## src/rtl/pipe_stage_reg.sv

```systemverilog
// pipe_stage_reg
// Parametrised pipeline stage register for the RISC-V datapath. One
// instance sits at each pipeline boundary (F/D, D/E, E/M, M/W) and carries
// a payload word plus a control bundle under a valid/ready handshake.
// It also obeys stall/flush from the hazard unit and keeps two saturating
// performance counters.
//
// Parameters
//   DATA_W  payload width (instr, PC, operands, imm, ...)
//   CTRL_W  control bundle width (RegWrite, MemWrite, ResultSrc, ...)
//   SKID    0 = single register with combinational in_ready,
//           1 = 2-entry skid buffer with registered in_ready
//   CNT_W   width of each performance counter
//
// Ports
//   clk        clock, all state changes on the rising edge
//   rst        synchronous active-high reset
//   in_valid   upstream offers an entry
//   in_ready   stage accepts the entry this cycle (0 while rst is high)
//   in_data    upstream payload
//   in_ctrl    upstream control bundle
//   out_valid  stage holds a valid entry
//   out_ready  downstream accepts the entry this cycle
//   out_data   registered payload (holds its value when emptied)
//   out_ctrl   registered control bundle, all zero when out_valid is 0
//   stall      hazard unit: freeze this stage
//   flush      hazard unit: kill all contents
//   cnt_clr    synchronous clear of both counters
//   stall_cnt  cycles with stall high while holding a valid entry
//   flush_cnt  flushes that actually killed at least one entry

module pipe_stage_reg #(
  parameter int DATA_W = 32,
  parameter int CTRL_W = 8,
  parameter int SKID   = 0,
  parameter int CNT_W  = 16
) (
  input  logic              clk,
  input  logic              rst,
  input  logic              in_valid,
  output logic              in_ready,
  input  logic [DATA_W-1:0] in_data,
  input  logic [CTRL_W-1:0] in_ctrl,
  output logic              out_valid,
  input  logic              out_ready,
  output logic [DATA_W-1:0] out_data,
  output logic [CTRL_W-1:0] out_ctrl,
  input  logic              stall,
  input  logic              flush,
  input  logic              cnt_clr,
  output logic [CNT_W-1:0]  stall_cnt,
  output logic [CNT_W-1:0]  flush_cnt
);

  // Handshake terms shared by both buffer flavours. A stalled stage never
  // hands its entry downstream, regardless of out_ready.
  logic drain;
  logic out_fire;
  logic in_fire;
  logic skid_valid;

  assign drain    = out_ready & ~stall;
  assign out_fire = out_valid & drain;
  assign in_fire  = in_valid & in_ready;

  generate
    if (SKID == 0) begin : g_single

      // Ready whenever the register is empty or being emptied this cycle;
      // stall freezes the stage so nothing may enter either.
      assign in_ready   = ~rst & ~stall & (~out_valid | out_ready);
      assign skid_valid = 1'b0;

      // Single register: a new entry always wins over a drain because the
      // drained slot is refilled on the same edge. Flush kills the entry
      // but leaves out_data alone since it is meaningless while invalid.
      always_ff @(posedge clk) begin
        if (rst) begin
          out_valid <= 1'b0;
          out_data  <= '0;
          out_ctrl  <= '0;
        end else if (flush) begin
          out_valid <= 1'b0;
          out_ctrl  <= '0;
        end else if (in_fire) begin
          out_valid <= 1'b1;
          out_data  <= in_data;
          out_ctrl  <= in_ctrl;
        end else if (out_fire) begin
          out_valid <= 1'b0;
          out_ctrl  <= '0;
        end
      end

    end else begin : g_skid

      typedef enum logic [1:0] {
        EMPTY = 2'd0,
        ONE   = 2'd1,
        TWO   = 2'd2
      } state_t;

      state_t            state;
      logic              ready_q;
      logic [DATA_W-1:0] skid_data;
      logic [CTRL_W-1:0] skid_ctrl;

      // ready_q is a pure register, so upstream timing never sees
      // out_ready or stall; only the synchronous reset gates it.
      assign in_ready   = ready_q & ~rst;
      assign skid_valid = (state == TWO);

      // Two-entry FIFO: the main register (out_*) is always the oldest
      // entry, the skid register holds the younger one. ready_q tracks
      // "not full" one cycle ahead so it can be registered. Because the
      // stage only advertises ready when a slot is free, an entry can keep
      // filling EMPTY/ONE while stalled; the stall only blocks the drain.
      always_ff @(posedge clk) begin
        if (rst) begin
          state     <= EMPTY;
          ready_q   <= 1'b1;
          out_valid <= 1'b0;
          out_data  <= '0;
          out_ctrl  <= '0;
          skid_data <= '0;
          skid_ctrl <= '0;
        end else if (flush) begin
          state     <= EMPTY;
          ready_q   <= 1'b1;
          out_valid <= 1'b0;
          out_ctrl  <= '0;
        end else begin
          case (state)
            EMPTY: begin
              if (in_fire) begin
                state     <= ONE;
                out_valid <= 1'b1;
                out_data  <= in_data;
                out_ctrl  <= in_ctrl;
              end
            end
            ONE: begin
              if (in_fire && !out_fire) begin
                state     <= TWO;
                ready_q   <= 1'b0;
                skid_data <= in_data;
                skid_ctrl <= in_ctrl;
              end else if (out_fire && !in_fire) begin
                state     <= EMPTY;
                out_valid <= 1'b0;
                out_ctrl  <= '0;
              end else if (out_fire && in_fire) begin
                out_data <= in_data;
                out_ctrl <= in_ctrl;
              end
            end
            TWO: begin
              if (out_fire) begin
                state    <= ONE;
                ready_q  <= 1'b1;
                out_data <= skid_data;
                out_ctrl <= skid_ctrl;
              end
            end
            default: begin
              state     <= EMPTY;
              ready_q   <= 1'b1;
              out_valid <= 1'b0;
              out_ctrl  <= '0;
            end
          endcase
        end
      end

    end
  endgenerate

  // Counter increment conditions. A stall cycle only counts when there is
  // something being held and the flush is not wiping it in the same cycle.
  // A flush only counts when it destroys something, including an entry
  // that was being accepted on that very cycle.
  logic stall_inc;
  logic flush_inc;

  assign stall_inc = stall & out_valid & ~flush;
  assign flush_inc = flush & (out_valid | skid_valid | in_fire);

  // Saturating counters; cnt_clr beats a same-cycle increment.
  always_ff @(posedge clk) begin
    if (rst || cnt_clr) begin
      stall_cnt <= '0;
      flush_cnt <= '0;
    end else begin
      if (stall_inc && (stall_cnt != {CNT_W{1'b1}})) begin
        stall_cnt <= stall_cnt + CNT_W'(1);
      end
      if (flush_inc && (flush_cnt != {CNT_W{1'b1}})) begin
        flush_cnt <= flush_cnt + CNT_W'(1);
      end
    end
  end

endmodule
```

## config.mk

```make
export PLATFORM = sky130hd
export DESIGN_NAME = pipe_stage_reg
export DESIGN_NICKNAME = d
export VERILOG_FILES = /design/src/rtl/pipe_stage_reg.sv
export SDC_FILE = /design/constraint.sdc
export NUM_CORES = 1
export LEC_CHECK = 0
export ABC_AREA = 1
export CAP_MARGIN = 10
export CORE_MARGIN = 4
export CORE_UTILIZATION = 45
export CTS_CLUSTER_SIZE = 12
export DETAILED_ROUTE_END_ITERATION = 10
export PLACE_DENSITY = 0.9
export SYNTH_ARGS = -nofsm -noshare
export SYNTH_HDL_FRONTEND = slang
export SYNTH_SLANG_ARGS = --single-unit
```

## constraint.sdc

```tcl
create_clock -name clk -period 2.1 [get_ports clk]
set_clock_uncertainty 0.05 [all_clocks]
set_input_delay 0.21 -clock clk [delete_from_list [all_inputs] [get_ports clk]]
set_output_delay 0.21 -clock clk [all_outputs]
set_load 0.02 [all_outputs]
```

# ---- Word-level counts from Yosys, hierarchy flattened
# Cells that the tools add are included.
dict set report word_totals {
  reg_bits 73
  in_bits 47
  output_inout_bits 74
  elab_cells 33
}
dict set report op_classes {
  n_addsub 2
  n_eq_ne 2
  mux 4
  bitwise_logic 14
  n_reduce_logical 6
}
# cell count
set op_table {}
lappend op_table {{16-bit by 1-bit adder with 16-bit output (second input constant)} 2}
lappend op_table {{16-bit != test (second input constant)} 2}
lappend op_table {{8-bit two-way mux} 2}
lappend op_table {{1-bit AND} 8}
lappend op_table {{1-bit NOT} 4}
lappend op_table {{1-bit logical AND} 2}
lappend op_table {{1-bit two-way mux} 2}
lappend op_table {{1-bit OR} 2}
lappend op_table {{2-bit AND reduction} 1}
lappend op_table {{2-bit nonzero test} 1}
lappend op_table {{2-bit OR reduction} 1}
lappend op_table {{1-bit logical OR} 1}

# ---- Logic depth before layout (Yosys ltp)
dict set report logic_depth {
  word_depth 7
  mapped_depth 10
  mapped_depth_nobuf 10
}

# ---- Least setup slack after synthesis
# OpenSTA, ideal clock, no wires.
dict set report synth_path {
  kind {flip-flop to flip-flop}
  startpoint {register flush_cnt[0]}
  endpoint {register flush_cnt[0]}
  setup_ns 0.114
  arrival_time_ns 1.466
  required_ns 1.936
  slack_ns 0.470
  path_stages_with_launch 10
  path_buffers 1
  period_less_slack_ns 1.630
  path_cell_list {dfxtp_1 ha_1 nand2_2 nor2_4 nand2_4 nor2_8 nor2_4 buf_6 nor2_1 nor2_2}
}
dict set report synth_between {
  elab_chain_cells 2
  elab_cells_between_ends 3
  classes_between {add/sub (1); eq/ne (1); reduce/logical (1)}
}
# item line_no
set synth_rtl {}
lappend synth_rtl {{start: declaration} 52} ;# output logic [CNT_W-1:0] flush_cnt
lappend synth_rtl {{start signal: assignment} 198} ;# flush_cnt <= flush_cnt + CNT_W'(1);
lappend synth_rtl {{parallel branches: the longest is 2 deep, another holds 16-bit by 1-bit adder with 16-bit output} n/a}
# Several ways; the timed one is not identified.
# A chain may end at the register's enable or synchronous reset.

# ---- Worst setup path in the final report
dict set report layout_path {
  startpoint {input port stall}
  endpoint {output port in_ready}
}
dict set report layout_between {
  elab_chain_cells 3
}
# item line_no
set layout_rtl {}
lappend layout_rtl {{start: declaration} 48} ;# input logic stall,
lappend layout_rtl {{1-bit NOT} 71} ;# assign in_ready = ~rst & ~stall & (~out_valid | out_ready);
lappend layout_rtl {{1-bit AND (2 in series)} 71}
lappend layout_rtl {{end: declaration} 41} ;# output logic in_ready,
# Every way passes these cells.

==> flow_summary.ini <==
[power_and_ir_drop]
irDropWorstVdd_uv = 469
power_mw = 2.95
p_per_area_nw_per_um2 = 596
leakagePower_nw = 1.90

[floorplanning]
start_util = 0.469
coreArea_um2 = 7330
placementRows = 31
die_area_um2 = 9100
die_y_um = 95.4
dieWidth_um = 95.4
pin_count = 121

[sta]
worstMarginPinSlew_ns = 0.375
fin_crit_ns = 1.91
timing.slew.headroom = 0.748
max_freq_mhz = 524
setup_viol = 0
rsz0062_at_grt = no
period_share = 0.908
finalSetupTns_ns = 0
slew_viol_final = 0
hold_violations = 0
hold_slack_ns = 0.398

[clocking]
clockBufferDepth = 2
cts_tree = built
cts_buffers = 9
cts_sinks = 73
postCtsHoldBufs = 0
cts_resized = 0
cts.reportedPaths.clkPinSlew_ns = 0.07
cts_root_buf = clkbuf_8
postCtsSetupBuffers = 0
htreeDepth = 3
insertion_delay_ns = 0.35

[layout]
drive_gt1_frac = 0.0987
instances_no_fill = 707
design_area_um2 = 4960
fill_cells = 571
nNetsFinal = 652
syn2layout_area_growth_pct = 44.4
diodes = 0

[critical_path]
worst-setup-path-type = in -> out
worstPathArrival_ns = 1.65
worst_ep_required_time_ns = 1.84
cp-start-kind = input pin
crit_family = buffers and inverters
crit_top_cell = clkdlybuf4s50_1
crit_fanout = 4
path_buf_inv = 2
path_cells = clkdlybuf4s50_1 -> nor2_4 -> and2_1 -> clkdlybuf4s50_1
slowest_delay_ns = 0.61
cp-end-kind = output pin
slowest_stage = clkdlybuf4s50_1

[hold_path]
hold_class = in -> reg

[synth]
yosysSeqAreaShare = 0.425
syn_inst = 481
yosys_most_used_dff = dfxtp_1
yosysUniqueCellTypes = 32
ys_warn_count = 0
synth_area_per_cell_um2 = 7.14
ys_ff_latch = 73
synth_edf_count = 0
synthTopCellsByArea = dfxtp_1 (43%), nor2_1 (14%), nand2_1 (8.2%), nand3_1 (5.0%), o21ai_0 (4.5%)
syn_area_um2 = 3440
yosysTopAreaCell = dfxtp_1
syn_nets = 530
async_flop_share = 0
synth_top_area_frac = 0.425

[placed_design]
dp_cells = 691
place_congestion = 0.937
place_area_um2 = 4740
place_hpwl_mm = 6.87
port_buffers = 120

[route]
drtIter0Drc = 122
antenna_left = 0
routed_wl_mm = 9.20
drt-pass1-iter-count = 5
viasPerCell = 5.03
wl_per_cell_um = 13.0
vias = 3556
drcViolationCount = 0

[grt]
grt_pass1_wl_mm = 15.4
track_usage = 0.213
gr-total-overflow = 0
grt_pass1_vias = 3484
antenna_found_initial = 0
grt_max_degree = 33

[run_status]
status = completed

[flow_run]
maxCapViolations = 0
-- final timing paths --
path | startpoint | to | slack (ns) | cells after the start
worst max-delay path | stall | in_ready | 0.19 | 4
worst min-delay path | in_data[14] | out_data[14] | 0.40 | 3
worst max register to register | stall_cnt[0] | stall_cnt[2] | 0.37 | 7
worst min register to register | out_ctrl[4] | out_ctrl[4] | 0.41 | 2
-- tightest hold or removal path, delay by kind of cell --
family                 cells  cell delay [ns]
and+or+nand+nor            2             0.15
buffers and inverters      1             0.39
-- final cells by class --
class                      count  area, um2  share of cell area
multi-input combinational    366       1780               0.358
sequential                    73       1460               0.295
clock inverter                 5       78.8              0.0159
clock buffer                  11        141              0.0285
inverter                      25       93.8              0.0189
tap                           99        124              0.0250
timing repair buffer         128       1290               0.259
-- cells by family after synthesis --
kind of cell	share of synthesized area
AOI/OAI and AO/OA	0.106
xor gates and xnor gates	0.0255
adders and majority gates	0.00728
buffers and inverters	0.0579
DFF	0.425
and+or+nand+nor	0.378
-- flip-flops by register name (all words and copies together), names as in the netlist --
register,count
out_ctrl,8
stall_cnt,16
flush_cnt,16
out_valid,1
out_data,32
-- layout by cell type (no fill, tap or decap), types with 3 or more instances in the layout --
cell type        synthesis  final
nand4_1                  7      7
nand2_2                 13     13
o21ai_0                 31     31
clkbuf_8                 0     10
clkdlybuf4s50_1          0    120
nor2_4                   7      7
inv_1                   21     21
nand3_1                 34     34
nor2_1                 129    129
a21oi_1                 26     26
inv_2                    3      3
nand2_1                 75     75
xor2_1                   4      4
dfxtp_1                 73     73
xnor2_1                  6      6
buf_4                    1      6
nor2_2                   9      9
o21ai_1                 11     11
-- routing by layer --
metal | routed length, um | global-route usage | vias to the layer above
met4 | 213 | 0.0924 | 0
met1 | 3740 | 0.260 | 1621
met3 | 955 | 0.0766 | 17
li1 | - | - | 1793
met2 | 4280 | 0.339 | 125
met5 | 0 | 0 | -
-- Yosys cell counts, drive strengths merged (2+ instances only) --
cell,number
nand4,8
nor2,146
clkbuf,4
o21bai,2
inv,24
a21oi,26
nor3,2
xnor2,6
buf,13
xor2,4
ha,2
o21ai,42
nand2,89
nand3,36
dfxtp,73
-- report_power, final --
part	total [mW]	switching (mW)	internal (mW)
combinational	0.304	0.142	0.162
sequential	1.43	0.0193	1.41
clock	1.22	0.519	0.700
total	2.95	0.681	2.27
-- per-stage QoR --
| step | worst slack (ns) | utilization |
|---|---|---|
| after floorplan | 0.470 | - |
| after global placement | 0.233 | 0.647 |
| after detailed placement | 0.194 | 0.647 |
| after CTS | 0.192 | 0.677 |
| after global routing | 0.134 | 0.677 |
| final | 0.193 | 0.677 |
No activity file was read; power rests on OpenSTA's default activity.
